$ cat config.mk
export PLATFORM = sky130hd
export DESIGN_NAME = bp_me_wormhole_to_stream
export DESIGN_NICKNAME = d
export VERILOG_FILES = /design/src/rtl/bp_me_wormhole_to_stream.sv
export SDC_FILE = /design/constraint.sdc
export NUM_CORES = 1
export LEC_CHECK = 0
export ABC_AREA = 1
export BUFFER_PORTS_ARGS = -buffer_cell sky130_fd_sc_hd__buf_2
export CORE_MARGIN = 2
export CORE_UTILIZATION = 40
export CTS_CLUSTER_DIAMETER = 60
export DETAILED_ROUTE_END_ITERATION = 8
export MAX_ROUTING_LAYER = met4
export PLACE_DENSITY = 0.72
export SLEW_MARGIN = 5
export SYNTH_ARGS = -nofsm -noshare
export SYNTH_HDL_FRONTEND = slang
export SYNTH_SLANG_ARGS = --single-unit
export TNS_END_PERCENT = 20
$ cat constraint.sdc
create_clock -name clk_i -period 6.77 [get_ports clk_i]
set_clock_uncertainty 0.15 [all_clocks]
set_input_delay 1.0155 -clock clk_i [delete_from_list [all_inputs] [get_ports clk_i]]
set_output_delay 1.0155 -clock clk_i [all_outputs]
set_load 0.005 [all_outputs]
$ cat src/rtl/bp_me_wormhole_to_stream.sv
// ---------------------------------------------------------------------------
// bp_me_wormhole_to_stream
//
// Receive-side wormhole-to-BedRock-stream converter. Collects the multi-flit
// wormhole header, strips the cord/len/cid routing fields and presents the
// BedRock protocol header as a single header beat. The remaining data flits
// are then passed straight through as BedRock burst data beats.
//
// Ports:
//   clk_i             clock
//   reset_n_i         asynchronous active-low reset
//   link_data_i       incoming wormhole flit
//   link_v_i          flit valid
//   link_ready_and_o  flit accepted when link_v_i & link_ready_and_o
//   pr_hdr_o          decoded protocol header, stable for the whole message
//   pr_data_o         data beat
//   pr_v_o            beat valid
//   pr_ready_and_i    consumer ready
//   pr_hdr_v_o        current beat is the header beat
//   pr_last_o         current beat is the final beat of the message
// ---------------------------------------------------------------------------
module bp_me_wormhole_to_stream #(
  parameter int flit_width_p       = 64,
  parameter int cord_width_p       = 8,
  parameter int len_width_p        = 4,
  parameter int cid_width_p        = 2,
  parameter int pr_hdr_width_p     = 100,
  parameter int pr_data_width_p    = 64,
  parameter int wh_hdr_width_p     = cord_width_p + len_width_p + cid_width_p + pr_hdr_width_p,
  parameter int wh_pr_hdr_offset_p = cord_width_p + len_width_p + cid_width_p,
  parameter int wh_len_offset_p    = cord_width_p
) (
  input  logic                       clk_i,
  input  logic                       reset_n_i,

  input  logic [flit_width_p-1:0]    link_data_i,
  input  logic                       link_v_i,
  output logic                       link_ready_and_o,

  output logic [pr_hdr_width_p-1:0]  pr_hdr_o,
  output logic [pr_data_width_p-1:0] pr_data_o,
  output logic                       pr_v_o,
  input  logic                       pr_ready_and_i,
  output logic                       pr_hdr_v_o,
  output logic                       pr_last_o
);

  localparam int hdr_len_lp        = (wh_hdr_width_p + flit_width_p - 1) / flit_width_p;
  localparam int hdr_bits_lp       = hdr_len_lp * flit_width_p;
  localparam int flit_cnt_width_lp = (hdr_len_lp > 1) ? $clog2(hdr_len_lp) : 1;

  localparam logic [flit_cnt_width_lp-1:0] last_flit_lp  = flit_cnt_width_lp'(hdr_len_lp - 1);
  // Header flits beyond the first are counted in len but are not data beats.
  localparam logic [len_width_p-1:0]       hdr_extra_lp  = len_width_p'(hdr_len_lp - 1);
  localparam logic [len_width_p-1:0]       one_lp        = len_width_p'(1);

  if (pr_data_width_p != flit_width_p) begin : g_width_check
    $error("pr_data_width_p must equal flit_width_p");
  end
  if ((flit_width_p & (flit_width_p - 1)) != 0) begin : g_pow2_check
    $error("flit_width_p must be a power of 2");
  end

  typedef enum logic [1:0] {
    e_hdr_collect,
    e_hdr_out,
    e_data
  } state_e;

  state_e                                state_q, state_d;
  logic [flit_cnt_width_lp-1:0]          flit_cnt_q, flit_cnt_d;
  logic [len_width_p-1:0]                data_cnt_q, data_cnt_d;
  // Clears asynchronously with reset so the link is refused while in reset
  // and during the cycle of release; set by the first clock edge after.
  logic                                  ready_q;

  logic [hdr_len_lp-1:0][flit_width_p-1:0] hdr_q, hdr_d;
  logic [hdr_bits_lp-1:0]                  hdr_flat;
  logic [hdr_bits_lp-1:0]                  hdr_next_flat;
  logic                                    hdr_we;
  logic                                    hdr_done;
  logic [len_width_p-1:0]                  len_next;

  // Header image including the flit being accepted this cycle, so len is
  // available when the final header flit arrives.
  always_comb begin
    hdr_d             = hdr_q;
    hdr_d[flit_cnt_q] = link_data_i;
  end

  assign hdr_flat      = hdr_q;
  assign hdr_next_flat = hdr_d;
  assign len_next      = hdr_next_flat[wh_len_offset_p +: len_width_p];

  // Cord, cid and padding bits are intentionally discarded.
  logic unused_hdr_bits;
  assign unused_hdr_bits = ^hdr_flat;

  assign pr_hdr_o  = hdr_flat[wh_pr_hdr_offset_p +: pr_hdr_width_p];
  assign pr_data_o = link_data_i;

  // NOTE: state registers use non-blocking assignments so every flop samples
  // the pre-edge values of its neighbours, independent of block ordering.
  always_ff @(posedge clk_i or negedge reset_n_i) begin
    if (!reset_n_i) begin
      state_q    <= e_hdr_collect;
      flit_cnt_q <= '0;
      data_cnt_q <= '0;
      ready_q    <= 1'b0;
    end else begin
      state_q    <= state_d;
      flit_cnt_q <= flit_cnt_d;
      data_cnt_q <= data_cnt_d;
      ready_q    <= 1'b1;
    end
  end

  // NOTE: the header store has no reset; every slot is rewritten before it
  // is read, so a reset would only add fan-out on the reset net.
  always_ff @(posedge clk_i) begin
    if (hdr_we) begin
      hdr_q <= hdr_d;
    end
  end

  // NOTE: every output of this block gets a default first, so no path can
  // leave a signal unassigned and infer a latch.
  always_comb begin
    state_d          = state_q;
    flit_cnt_d       = flit_cnt_q;
    data_cnt_d       = data_cnt_q;
    hdr_we           = 1'b0;
    hdr_done         = 1'b0;
    link_ready_and_o = 1'b0;
    pr_v_o           = 1'b0;
    pr_hdr_v_o       = 1'b0;
    pr_last_o        = 1'b0;

    unique case (state_q)
      e_hdr_collect: begin
        link_ready_and_o = ready_q;
        if (link_v_i && ready_q) begin
          hdr_we = 1'b1;
          if (flit_cnt_q == last_flit_lp) begin
            hdr_done   = 1'b1;
            flit_cnt_d = '0;
            data_cnt_d = len_next - hdr_extra_lp;
            state_d    = e_hdr_out;
          end else begin
            flit_cnt_d = flit_cnt_q + flit_cnt_width_lp'(1);
          end
        end
      end

      e_hdr_out: begin
        pr_v_o     = 1'b1;
        pr_hdr_v_o = 1'b1;
        pr_last_o  = (data_cnt_q == '0);
        if (pr_ready_and_i) begin
          state_d = (data_cnt_q != '0) ? e_data : e_hdr_collect;
        end
      end

      e_data: begin
        // Zero-latency pass-through: the consumer stalls the link directly.
        pr_v_o           = link_v_i;
        link_ready_and_o = pr_ready_and_i;
        pr_last_o        = (data_cnt_q == one_lp);
        if (link_v_i && pr_ready_and_i) begin
          data_cnt_d = data_cnt_q - one_lp;
          if (data_cnt_q == one_lp) begin
            state_d = e_hdr_collect;
          end
        end
      end

      default: begin
        state_d = e_hdr_collect;
      end
    endcase
  end

  // A packet shorter than its own header is malformed.
  a_legal_len: assert property (@(posedge clk_i) disable iff (!reset_n_i)
    hdr_done |-> (len_next >= hdr_extra_lp))
    else $error("wormhole packet len shorter than header");

endmodule

## Word level (Yosys, flattened, before mapping)

Index checks and enable logic that the tools add are counted.

- Register bits: 136
- Latch bits: 0
- Bits in writable memories: 0
- Memory bits (read-only): 0
- Input bits: 68
- Output and inout port bits: 168
- Word-level logic and storage cells: 50
- Memories: 0

- $add $sub $neg: 3
- Multipliers: 0
- Div/mod/pow operators: 0
- Order comparisons: 2
- Eq/ne operators: 8
- Shifts and indexed selects: 0
- Multiplexer cells: 21
- Bitwise operators: 0
- Reductions and logical operators: 10

Operators by type and width:

| operator | count |
|---|---|
| bitwise mux 128 bit | 1 |
| demux 64 bit (select 1 bit) | 1 |
| two-way mux 64 bit | 1 |
| two-way mux 2 bit | 6 |
| two-way mux 4 bit | 3 |
| != test 2 bit, second input constant | 5 |
| one-hot mux 4 bit (2 select lines) | 1 |
| subtractor 4 x 1 -> 4 bit, second input constant | 2 |
| one-hot mux 1 bit (2 select lines) | 3 |
| one-hot mux 2 bit (3 select lines) | 1 |
| AND reduction 5 bit | 1 |
| equality test 4 x 1 -> 1 bit, second input constant | 1 |
| logical NOT 4 bit | 1 |
| two-way mux 1 bit | 4 |
| AND reduction 4 bit | 1 |
| nonzero test 4 bit | 1 |
| logical AND 1 bit | 3 |
| equality test 2 x 1 -> 1 bit, second input constant | 1 |
| equality test 2 bit, second input constant | 1 |
| logical NOT 2 bit | 1 |
| < comparator 1 x 2 -> 1 bit, second input constant | 1 |
| AND reduction 2 bit | 1 |
| nonzero test 2 bit | 1 |
| adder 1 bit, second input constant | 1 |
| >= comparator 1 bit, second input constant | 1 |

## Logic depth before layout (Yosys ltp)

- Word-level depth: 9
- Mapped depth: 10
- Mapped depth without buffers: 9

## Least setup slack after synthesis

OpenSTA, ideal clock, no wires.

- Path kind: input to register
- Start point: input port link_v_i
- End point: register hdr_q, in the netlist pr_hdr_o[0] (enable)
- Library setup time: 520 ps
- Arrival time: 4,480 ps
- Required time: 6,100 ps
- Path slack: 1,620 ps
- Cell stages on the path: 2
- Buffers on the path: 0
- Cell sequence: nand2_1 nor3_1

- Word-level cells in the longest chain between the ends: 3

RTL lines:

| item | line | source |
|---|---|---|
| start, declared | 37 | `input logic link_v_i,` |
| logical AND 1 bit | 142 | `if (link_v_i && ready_q) begin` |
| two-way mux 1 bit | 142 |  |
| two-way mux 1 bit | 139 | `unique case (state_q)` |
| end signal, assigned | 122 | `hdr_q <= hdr_d;` |
| end, declared | 77 | `logic [hdr_len_lp-1:0][flit_width_p-1:0] hdr_q, hdr_d;` |

Every way passes these cells.
A chain may end at the register's enable or synchronous reset.

## Worst setup path after layout

- Start point: register state_q[0]
- End point: output port pr_last_o

- Word-level cells in the longest chain between the ends: 2
- Elaborated cells on any way between the ends: 3
- Those cells by class: eq/ne: 2; mux: 1

RTL lines:

| item | line | source |
|---|---|---|
| start, declared | 70 | `state_e state_q, state_d;` |
| start signal, assigned | 106 | `state_q <= e_hdr_collect;` |
| start signal, assigned | 111 | `state_q <= state_d;` |
| equality test 2 bit / equality test 2 x 1 -> 1 bit (equally long branches) | 139 |  |
| one-hot mux 1 bit (2 select lines) (*) | 139 |  |
| end, declared | 45 | `output logic pr_last_o` |

Every way passes the cells marked *; elsewhere a longest branch is shown, timed or not.

==> impl_results.md <==
- Chip Width: 116.8 µm
- Top-area cell type share of the netlist area: 0.6134
- Vias per inst: 4.179
- Fin. Hold Viols: 0
- Post_cts resized: 0
- Ys async rst share: 0.07143
- Worst slew pin tran: 0.5375 ns
- Area grow syn2layout: 8.970%
- RSZ-0062 raised after global routing: false
- Max stage delay cell, worst path: dfrtp_1
- Setup TNS Final: 0 ns
- Number of remaining DRC errors: 0
- Initial Util: 0.4067
- 1st-pass router iterations: 4
- Hold buffers post-CTS: 0
- Reg clk slew, reported paths: 0.07 ns
- Crit Path Max Fanout: 8
- Most used cell, CP: inv_1
- Row count: 41
- Filler instances: 1159
- Clk root buf: clkbuf_16
- Detailed Route WL: 8.668 mm
- Worst Setup End Kind: primary output
- Largest stage delay, worst path: 0.39 ns
- Final Cycle Share: 0.4422
- Initial antenna violation count: 0
- EDFF count, synth: 104
- WL/cell: 13.59 µm
- Post-Layout Cell Count: 638
- Fmax: 334.0 MHz
- Max rail drop VDD: 0.0001812 V
- Slew margin rel.: 0.6408
- Vias in the first global route: 2367
- CTS tree: built
- Sequential share of the synthesized area: 0.6527
- Diodes inserted: 0
- Die H: 116.8 µm
- Slew Viols, Final: 0
- Status: completed
- Top cells by area, synth: edfxtp_1 (61%), buf_4 (24%), dfrtp_1 (3.9%)
- Pwr dens: 316.7 nW/µm²
- Die area: 13650 µm²
- Detailed placement HPWL: 6.608 mm
- Global route overflow: 0
- Sink Count: 112
- Post-CTS Setup Repair Bufs: 0
- Port bufs: 235
- Largest net degree at the start of global routing: 34
- Hold Crit Class: reg -> reg
- Synth cell types: 27
- Min Clock Period, post-route: 2.994 ns
- Max cap viols: 0
- Clock Latency Late Sink: 0.34 ns
- I/O Pins: 236
- Clock buffer depth: 2
- Ratio of cells with drive above 1 in the final layout: 0.5644
- Synth cell count leaders: buf_4 (164), edfxtp_1 (104), nand2_1 (33)
- CTS Buf Count: 9
- Syn Area/Cell: 13.47 µm²
- Post-synthesis instance area: 5091 µm²
- GPL Wtd Cong: 0.8130
- Global-route wire length before repair: 11.65 mm
- Crit path DAT: 1.83 ns
- LEAKAGE: 2.438 nW
- Most numerous cell in the Yosys netlist: buf_4
- Vias post-DR: 2666
- Core Area: 12520 µm²
- DP Cell Count: 622
- Synth Flop Type: edfxtp_1
- YS warnings: 0
- Flops & latches, synth: 112
- Syn Nets: 453
- First DRT Iteration DRCs: 95
- Mapped Cells: 378
- ANT nets after route: 0
- Tot GR Track Use: 0.1205
- Nets: 536
- Final Setup Violations: 0
- Startpoint Class: register
- Worst Path Required: 5.60 ns
- Htree depth: 3
- Crit path kind: reg -> out
- Biggest area consumer among synthesized cells: edfxtp_1
- Worst-path cell chain: inv_1, ha_1, inv_1, o22ai_1, and2_1, buf_2
sequential cells by signal, indices dropped and copies added (netlist names):
signal / count
ready_q: 1
data_cnt_q: 4
state_q: 2
hdr_flat: 4
flit_cnt_q: 1
pr_hdr_o: 100
path summary, 6_finish.rpt:
kind	startpoint	to	slack (ns)	depth (start not counted)
hold reg to reg	data_cnt_q[2]$_DFFE_PN0P_	data_cnt_q[2]$_DFFE_PN0P_	0.33	2
min in group asynchronous	reset_n_i	state_q[0]$_DFFE_PN0P_	0.36	1
setup reg to reg	state_q[0]$_DFFE_PN0P_	pr_hdr_o[84]$_DFFE_PP_	4.41	5
hold / removal	data_cnt_q[2]$_DFFE_PN0P_	data_cnt_q[2]$_DFFE_PN0P_	0.33	2
max in group asynchronous	reset_n_i	flit_cnt_q$_DFFE_PN0P_	5.93	1
setup / recovery	state_q[0]$_DFFE_PN0P_	pr_last_o	3.78	6
logic make-up (layout without fill, tap and decap cells):
kind of cell | Yosys count | in the layout | share of synthesized area
DFF | 112 | 112 | 0.6527
adders and majority gates | 7 | 7 | 0.01720
buffers and inverters | 188 | 276 | 0.2612
xor gates and xnor gates | 2 | 2 | 0.003441
other | 1 | 1 | 0.0007366
and+or+nand+nor | 56 | 56 | 0.05210
AOI/OAI and AO/OA | 12 | 12 | 0.01254
area by class of cell:
class                   instances  area, µm²  area share
clock buffers                   9      225.2     0.04060
clock inverters                 7      52.55    0.009472
inverters                      22      82.58     0.01488
multi-input cells              78      450.4     0.08119
flip-flops and latches        112       3323      0.5990
well taps                     172      215.2     0.03879
repair buffers                238       1199      0.2161
layer usage:
layer / share of wire / GRT usage / up-vias
li1: - / - / 1264
met1: 0.39 / 0.1321 / 1250
met2: 0.52 / 0.2008 / 143
met3: 0.075 / 0.03913 / 9
met4: 0.015 / 0.05412 / 0
met5: 0 / - / -
critical path, delay by kind of cell (launching register included):
family / cells / cell delay (ns)
buffers and inverters: 3 / 0.43
adders and majority gates: 1 / 0.33
AOI/OAI and AO/OA: 1 / 0.20
and+or+nand+nor: 1 / 0.14
DFF: 1 / 0.39
through the flow:
step	hold WS [ns]	area, µm²	power (mW)	worst slack, ns	utilization
final	0.3332	5548	1.757	3.776	0.4432
after global routing	0.3496	5548	1.867	3.642	0.4432
after CTS	0.3360	5548	1.782	3.784	0.4432
after detailed placement	0.3184	5270	1.287	3.979	0.4210
after global placement	0.3129	5270	1.269	4.043	0.4210
after floorplan	0.2991	5091	1.216	1.620	-
where the power goes:
| part | leakage, nW | internal [mW] | switching [mW] | total, mW |
|---|---|---|---|---|
| sequential | 1.04 | 0.855 | 0.0328 | 0.888 |
| combinational | 1.25 | 0.146 | 0.232 | 0.378 |
| clock | 0.142 | 0.254 | 0.238 | 0.492 |
placed cells by master, fill, tap and decap left out:
master       n
xor2_1       1
xnor2_1      1
nand3_1      8
a21boi_0     1
dfrtp_1      8
o21ai_0      8
clkbuf_16    9
inv_8        1
nor2_2       1
nand2_4      1
inv_1       20
nand2_1     33
nor2_1       4
clkinv_1     1
nor3_2       1
clkinv_2     3
o22ai_1      1
buf_2      235
clkinv_4     1
and2_1       1
inv_2        1
nand2_2      2
inv_6        2
conb_1       1
nand4_1      2
o21ai_1      2
buf_4        3
edfxtp_1   104
nand3_4      1
ha_1         7
nor2_4       2
(Power assumes the default switching activity.)
